--- src/rtl/pr_hazard_ctrl.sv ---
// Pipeline-register hold/reset controller: branch flush, load-use stall, MUL/DIV stall, DMEM freeze.
// Optional performance counters are built only when HAZ_PERF_CNT_EN is defined.
//
//   state  | meaning
//   IDLE   | no MUL/DIV in progress; a new MD_START may begin a stall
//   BUSY   | MUL/DIV op held in EX; md_cnt counts the remaining stall cycles
module pr_hazard_ctrl #(
  parameter int NUM_PR     = 4,
  parameter int BJ_FLUSH_N = 2,
  parameter int MD_LAT     = 4,
  parameter int CNT_W      = 32
) (
  input  logic              CLK,
  input  logic              RESET,
  input  logic              BJ_SIG,
  input  logic              LU_HAZ_SIG,
  input  logic              MD_START,
  input  logic              DMEM_BUSY,
  output logic              PC_HOLD,
  output logic [NUM_PR-1:0] PR_HOLD,
  output logic [NUM_PR-1:0] PR_RES,
  output logic              MD_BUSY,
  output logic [CNT_W-1:0]  STALL_CNT,
  output logic [CNT_W-1:0]  FLUSH_CNT
);

  localparam int MD_CNT_W = $clog2(MD_LAT) + 1;
  localparam bit MD_STALLS = (MD_LAT >= 2);
  localparam bit MD_MULTI  = (MD_LAT >= 3);
  // IDLE covers the first stall cycle and BUSY the final one, hence the -3
  localparam logic [MD_CNT_W-1:0] MD_LOAD = MD_MULTI ? MD_CNT_W'(MD_LAT - 3) : '0;

  typedef enum logic {S_IDLE, S_BUSY} state_t;

  state_t              state;
  logic [MD_CNT_W-1:0] md_cnt;
  logic                md_busy_q;
  logic                md_stall;

  assign md_stall = (state == S_BUSY) || (MD_START && MD_STALLS);
  assign MD_BUSY  = md_busy_q;

  always_ff @(posedge CLK) begin
    if (RESET) begin
      state     <= S_IDLE;
      md_cnt    <= '0;
      md_busy_q <= 1'b0;
    end else begin
      case (state)
        S_IDLE: begin
          if (MD_START && MD_MULTI && !DMEM_BUSY) begin
            state     <= S_BUSY;
            md_cnt    <= MD_LOAD;
            md_busy_q <= 1'b1;
          end
        end
        S_BUSY: begin
          if (!DMEM_BUSY) begin
            if (md_cnt == '0) begin
              state     <= S_IDLE;
              md_busy_q <= 1'b0;
            end else begin
              md_cnt <= md_cnt - 1'b1;
            end
          end
        end
        default: begin
          state     <= S_IDLE;
          md_busy_q <= 1'b0;
        end
      endcase
    end
  end

  always_comb begin
    PC_HOLD = 1'b0;
    PR_HOLD = '0;
    PR_RES  = '0;
    if (DMEM_BUSY) begin
      PC_HOLD = 1'b1;
      PR_HOLD = '1;
    end else if (md_stall) begin
      PC_HOLD    = 1'b1;
      PR_HOLD[0] = 1'b1;
      PR_HOLD[1] = 1'b1;
      PR_RES[2]  = 1'b1;
    end else if (BJ_SIG) begin
      for (int i = 0; i < BJ_FLUSH_N; i++) PR_RES[i] = 1'b1;
    end else if (LU_HAZ_SIG) begin
      PC_HOLD    = 1'b1;
      PR_HOLD[0] = 1'b1;
      PR_RES[1]  = 1'b1;
    end
  end

`ifdef HAZ_PERF_CNT_EN
  logic             bj_take;
  logic [CNT_W-1:0] stall_cnt_q;
  logic [CNT_W-1:0] flush_cnt_q;

  assign bj_take = BJ_SIG && !DMEM_BUSY && !md_stall;

  always_ff @(posedge CLK) begin
    if (RESET) begin
      stall_cnt_q <= '0;
      flush_cnt_q <= '0;
    end else begin
      if (PC_HOLD && !(&stall_cnt_q)) stall_cnt_q <= stall_cnt_q + 1'b1;
      if (bj_take && !(&flush_cnt_q)) flush_cnt_q <= flush_cnt_q + 1'b1;
    end
  end

  assign STALL_CNT = stall_cnt_q;
  assign FLUSH_CNT = flush_cnt_q;
`else
  assign STALL_CNT = '0;
  assign FLUSH_CNT = '0;
`endif

endmodule

--- config.mk ---
export PLATFORM = sky130hd
export DESIGN_NAME = pr_hazard_ctrl
export DESIGN_NICKNAME = d
export VERILOG_FILES = /design/src/rtl/pr_hazard_ctrl.sv
export SDC_FILE = /design/constraint.sdc
export NUM_CORES = 1
export LEC_CHECK = 0
export ABC_CLOCK_PERIOD_IN_PS = 2250
export BUFFER_PORTS_ARGS = -buffer_cell sky130_fd_sc_hd__buf_4
export CAP_MARGIN = 20
export CORE_MARGIN = 2
export CORE_UTILIZATION = 39
export DETAILED_ROUTE_END_ITERATION = 8
export GPL_TIMING_DRIVEN = 0
export PLACE_DENSITY = 0.85
export SLEW_MARGIN = 10
export SYNTH_ARGS = -nofsm -noshare
export SYNTH_HDL_FRONTEND = slang
export SYNTH_SLANG_ARGS = --single-unit
export TNS_END_PERCENT = 10
--- constraint.sdc ---
create_clock -name CLK -period 2.25 [get_ports CLK]
set_clock_uncertainty 0.15 [all_clocks]
set_input_delay 0.1125 -clock CLK [delete_from_list [all_inputs] [get_ports CLK]]
set_output_delay 0.1125 -clock CLK [all_outputs]
set_load 0.005 [all_outputs]
### Word level (Yosys, flattened, before mapping)

Cells that the tools add are included.

| storage, ports and cells | value |
|---|---|
| bits of input ports | 6 |
| output and inout port bits | 74 |
| word-level logic and storage cells | 38 |
| bits in registers | 5 |

| cells by class | value |
|---|---|
| $add $sub $neg | 1 |
| bitwise gates (word level) | 1 |
| reductions and logical operators | 6 |
| muxes and demuxes | 23 |
| eq/ne operators | 4 |

Operators by type and width:

| cell | count |
|---|---|
| $mux 1 | 13 |
| $mux 3 | 4 |
| $mux 2 | 3 |
| $ne 2x2->1 const B | 3 |
| $pmux 3 s2 | 1 |
| $reduce_and 3->1 | 2 |
| $pmux 1 s2 | 2 |
| $logic_not 3->1 | 1 |
| $sub 3x1->3 const B | 1 |
| $ne 2x1->1 const B | 1 |
| $logic_and 1x1->1 | 1 |
| $logic_not 1->1 | 1 |
| $logic_or 1x1->1 | 1 |
| $not 1->1 | 1 |

### Logic depth before layout (Yosys ltp)

| depth | value |
|---|---|
| depth in word-level cells | 4 |
| gate-level depth with buffers | 6 |
| mapped depth without buffers | 6 |

### Worst setup path before layout

OpenSTA, ideal clock, no wires.

| path | value |
|---|---|
| path kind | reg2reg |
| start | reg md_cnt[0] |
| end | reg md_cnt[0] |
| buffers on the path | 0 |
| setup time | 86 ps |
| path slack | 744 ps |
| arrival | 1,270 ps |
| stages on the path, launching flop included | 6 |
| period minus slack after synthesis | 1,506 ps |
| required time | 2,014 ps |
| cells stage by stage | dfxtp_1 inv_1 ha_1 ha_1 mux2_4 a221oi_2 |

| on the way | value |
|---|---|
| longest elaborated chain between the ends | 4 |
| elaborated cells on any way between the ends | 7 |
| those cells by class | add/sub (1); eq/ne (1); mux (3); reduce/logical (2) |

RTL lines:

| element | RTL line | text |
|---|---|---|
| start, declared | 36 | `logic [MD_CNT_W-1:0] md_cnt;` |
| start signal, assigned | 63 | `md_cnt <= md_cnt - 1'b1;` |
| $sub 3x1->3 | 63 |  |
| $mux 3 | 59 | `if (md_cnt == '0) begin` |
| $mux 3 | 58 | `if (!DMEM_BUSY) begin` |
| $pmux 3 s2 | 49 | `case (state)` |

Several ways; a longest one is shown, not always the timed one. The select of a mux whose other input is x is not followed.
A chain may end at the register's enable or synchronous reset.

### Final worst setup path

| path | value |
|---|---|
| start | reg state |
| end | out PR_HOLD[0] |

| on the way | value |
|---|---|
| longest elaborated chain between the ends | 3 |

RTL lines:

| element | RTL line | text |
|---|---|---|
| start, declared | 35 | `state_t state;` |
| start signal, assigned | 45 | `state <= S_IDLE;` |
| start signal, assigned | 52 | `state <= S_BUSY;` |
| start signal, assigned | 60 | `state <= S_IDLE;` |
| $logic_or 1x1->1 | 40 | `assign md_stall = (state == S_BUSY) \|\| (MD_START && MD_STALLS);` |
| $mux 1 | 82 | `end else if (md_stall) begin` |
| $mux 2 | 79 | `if (DMEM_BUSY) begin` |
| end, declared | 20 | `output logic [NUM_PR-1:0] PR_HOLD,` |

Every way passes these cells.

==> impl_metrics.toml <==
[clock_tree]
clock_latency_ns = 0.24
clkSlewWorstSetupHoldPaths_ns = 0.04
cts_tree = "yes"
clock_sinks = 5
cts_buffers = 3
cts_setup_buffers = 0
cts_root_buf = "clkbuf_4"
cts_max_level = 1
clk_path_buf_depth = 2

[sta]
tns_ns = 0
finalHoldViolCount = 0
post-route-period-util = 0.740
fmax_ghz = 0.601
finalSetupViolations = 0
final-max-slew-violation-count = 0
post-route-min-period_ns = 1.66
rsz0062_at_grt = "no"

[min_path]
hold_class = "in2reg"
holdPathEnd = "md_cnt[2]$_SDFFE_PP0P_"
holdPathStages = 4
hold_start = "DMEM_BUSY"

[setup_path]
endpoint_kind = "output pin"
worstReg2RegStart = "md_cnt[0]$_SDFFE_PP0P_"
regToRegSetupSlack_ns = 0.61
rr_endpoint = "md_cnt[0]$_SDFFE_PP0P_"
start_kind = "flop"
critPathKind = "reg2out"
r2r.worst_path.cells = 6
cp_max_fo = 10
worstPathArrival_ns = 1.40
cp.required_ns = 1.99

[die]
rows = 16
die_w_um = 50.1
start_util = 0.419
coreArea_um2 = 1980
io_pins = 80
die_h_um = 50.1
die_area_um2 = 2510

[finish]
layout_common_cells = "buf_4 (82), conb_1 (65), inv_1 (7)"
nNetsFinal = 200
drive_above_1_share = 0.466
layout_commonest_cell = "buf_4"
diodes = 0
utilization = 0.628
syn2layout_area_growth_pct = 50.1

[detailed_routing]
wl_per_cell_um = 6.39
wirelength_mm = 1.39
dr.first_iter.drc_count = 3
avgViaCountPerCell = 3.08
ant_nets = 0
drt_pass1_iterations = 4
drc = 0
num_vias = 672

[global_routing]
grt_first_pass_wirelength_mm = 2.03
grtUsageTotal = 0.111
overflow = 0
first_global_vias = 488
grt_max_degree = 11
antenna_found_initial = 0

[power]
vdd_ir_drop_max_v = 0.000224
pwr-share-seq = 0.254
p_leak_nw = 0.794
intPower_mw = 0.274
powerDensity_nw_per_um2 = 312
switching_share = 0.293
clkPwrFrac = 0.268
switchingPower_mw = 0.114
comb_power_share = 0.478

[placement]
post-dp-hpwl_mm = 1.23
port_buffers = 14
gp_congestion = 0.703

[logic_synthesis]
seq_area_frac_synth = 0.121
netlist_area_um2 = 830
yosysWarnings = 0
postSynthCellCount = 108
syn_avg_cell_area_um2 = 7.68
ys_types = 20
ys_seq_elements = 5

[job]
maxCapViolations = 0

[status]
status = "complete, no violations"
-- stage by stage --
step | instances | hold slack (ns) | area, µm² | setup slack [ns] | power (mW)
detailed placement | 213 | 0.178 | 1210 | 0.641 | 0.278
CTS | 218 | 0.0914 | 1240 | 0.562 | 0.391
floorplan | 172 | 0.0287 | 1070 | 0.744 | 0.246
finish | 218 | 0.108 | 1240 | 0.585 | 0.388
global placement | 213 | 0.175 | 1210 | 0.684 | 0.276
global route | 218 | 0.129 | 1240 | 0.491 | 0.423
-- layer usage --
layer  vias up  share of wire  wire (µm)  global-route usage
met2        43           0.48        665               0.178
met3         2           0.14        189              0.0455
met5         -              0          0                   0
li1        374              -          -                   -
met1       253           0.37        521               0.119
met4         0          0.012         17              0.0694
-- critical path, cell delays in order, from the launching register on --
cell     delay (ns)
dfxtp_1        0.30
buf_6          0.13
nor3_1         0.27
o21ai_0        0.18
buf_4          0.16
buf_4          0.12
-- state kept, by name, summed over array words and instances (netlist names) --
name / flops
md_cnt: 3
state: 1
MD_BUSY: 1
-- power groups by stage --
stage	combinational, mW	clock, mW	sequential, mW
5_1_grt	0.205	0.119	0.0986
2_1_floorplan	0.146	0	0.0995
4_1_cts	0.180	0.112	0.0983
6_report	0.185	0.104	0.0985
3_3_place_gp	0.176	0	0.0996
3_5_place_dp	0.179	0	0.0999
-- worst max-delay path by stage --
stage                                      start                     end
after global routing            state$_SDFF_PP0_              PR_HOLD[0]
after global placement    md_cnt[0]$_SDFFE_PP0P_  md_cnt[0]$_SDFFE_PP0P_
final                           state$_SDFF_PP0_              PR_HOLD[0]
after detailed placement  md_cnt[0]$_SDFFE_PP0P_  md_cnt[0]$_SDFFE_PP0P_
after CTS                       state$_SDFF_PP0_              PR_HOLD[0]
after floorplan           md_cnt[0]$_SDFFE_PP0P_  md_cnt[0]$_SDFFE_PP0P_
-- cell type report --
cell class / instances / area, µm²
fill: 189 / 737
buffer: 69 / 522
multi-input combinational: 91 / 422
timing repair buffer: 15 / 115
sequential: 5 / 100
tap: 27 / 33.8
clock buffer: 4 / 26.3
inverter: 7 / 26.3
-- logic make-up after synthesis --
logic type | after synthesis | share of synthesized area
flops | 5 | 0.121
simple gates | 14 | 0.0905
compound gates | 9 | 0.0754
fa+ha+maj | 2 | 0.0302
mux | 1 | 0.0181
other cells | 1 | 0.00452
buf+inv | 76 | 0.661
-- cells in the mapped netlist, drive strengths merged --
| library cell | n | area (µm²) |
|---|---|---|
| a21oi | 1 | 5.00 |
| dfxtp | 5 | 100 |
| conb | 1 | 3.75 |
| inv | 7 | 26.3 |
| o21ai | 3 | 15.0 |
| nor2 | 4 | 17.5 |
| nand3b | 3 | 22.5 |
| and2 | 1 | 6.26 |
| o21bai | 2 | 15.0 |
| mux2 | 1 | 15.0 |
| nor3 | 1 | 5.00 |
| a31oi | 2 | 12.5 |
| ha | 2 | 25.0 |
| nand3 | 2 | 10.0 |
| nor2b | 1 | 6.26 |
| nand2 | 2 | 7.51 |
| a221oi | 1 | 15.0 |
| buf | 69 | 522 |
-- repair_timing --
item                                    CTS  global route
hold buffers                              1             0
hold endpoints to repair                  5             0
gates resized for setup                   0             0
endpoints found under the setup margin    0             0
(Power assumes the default switching activity.)
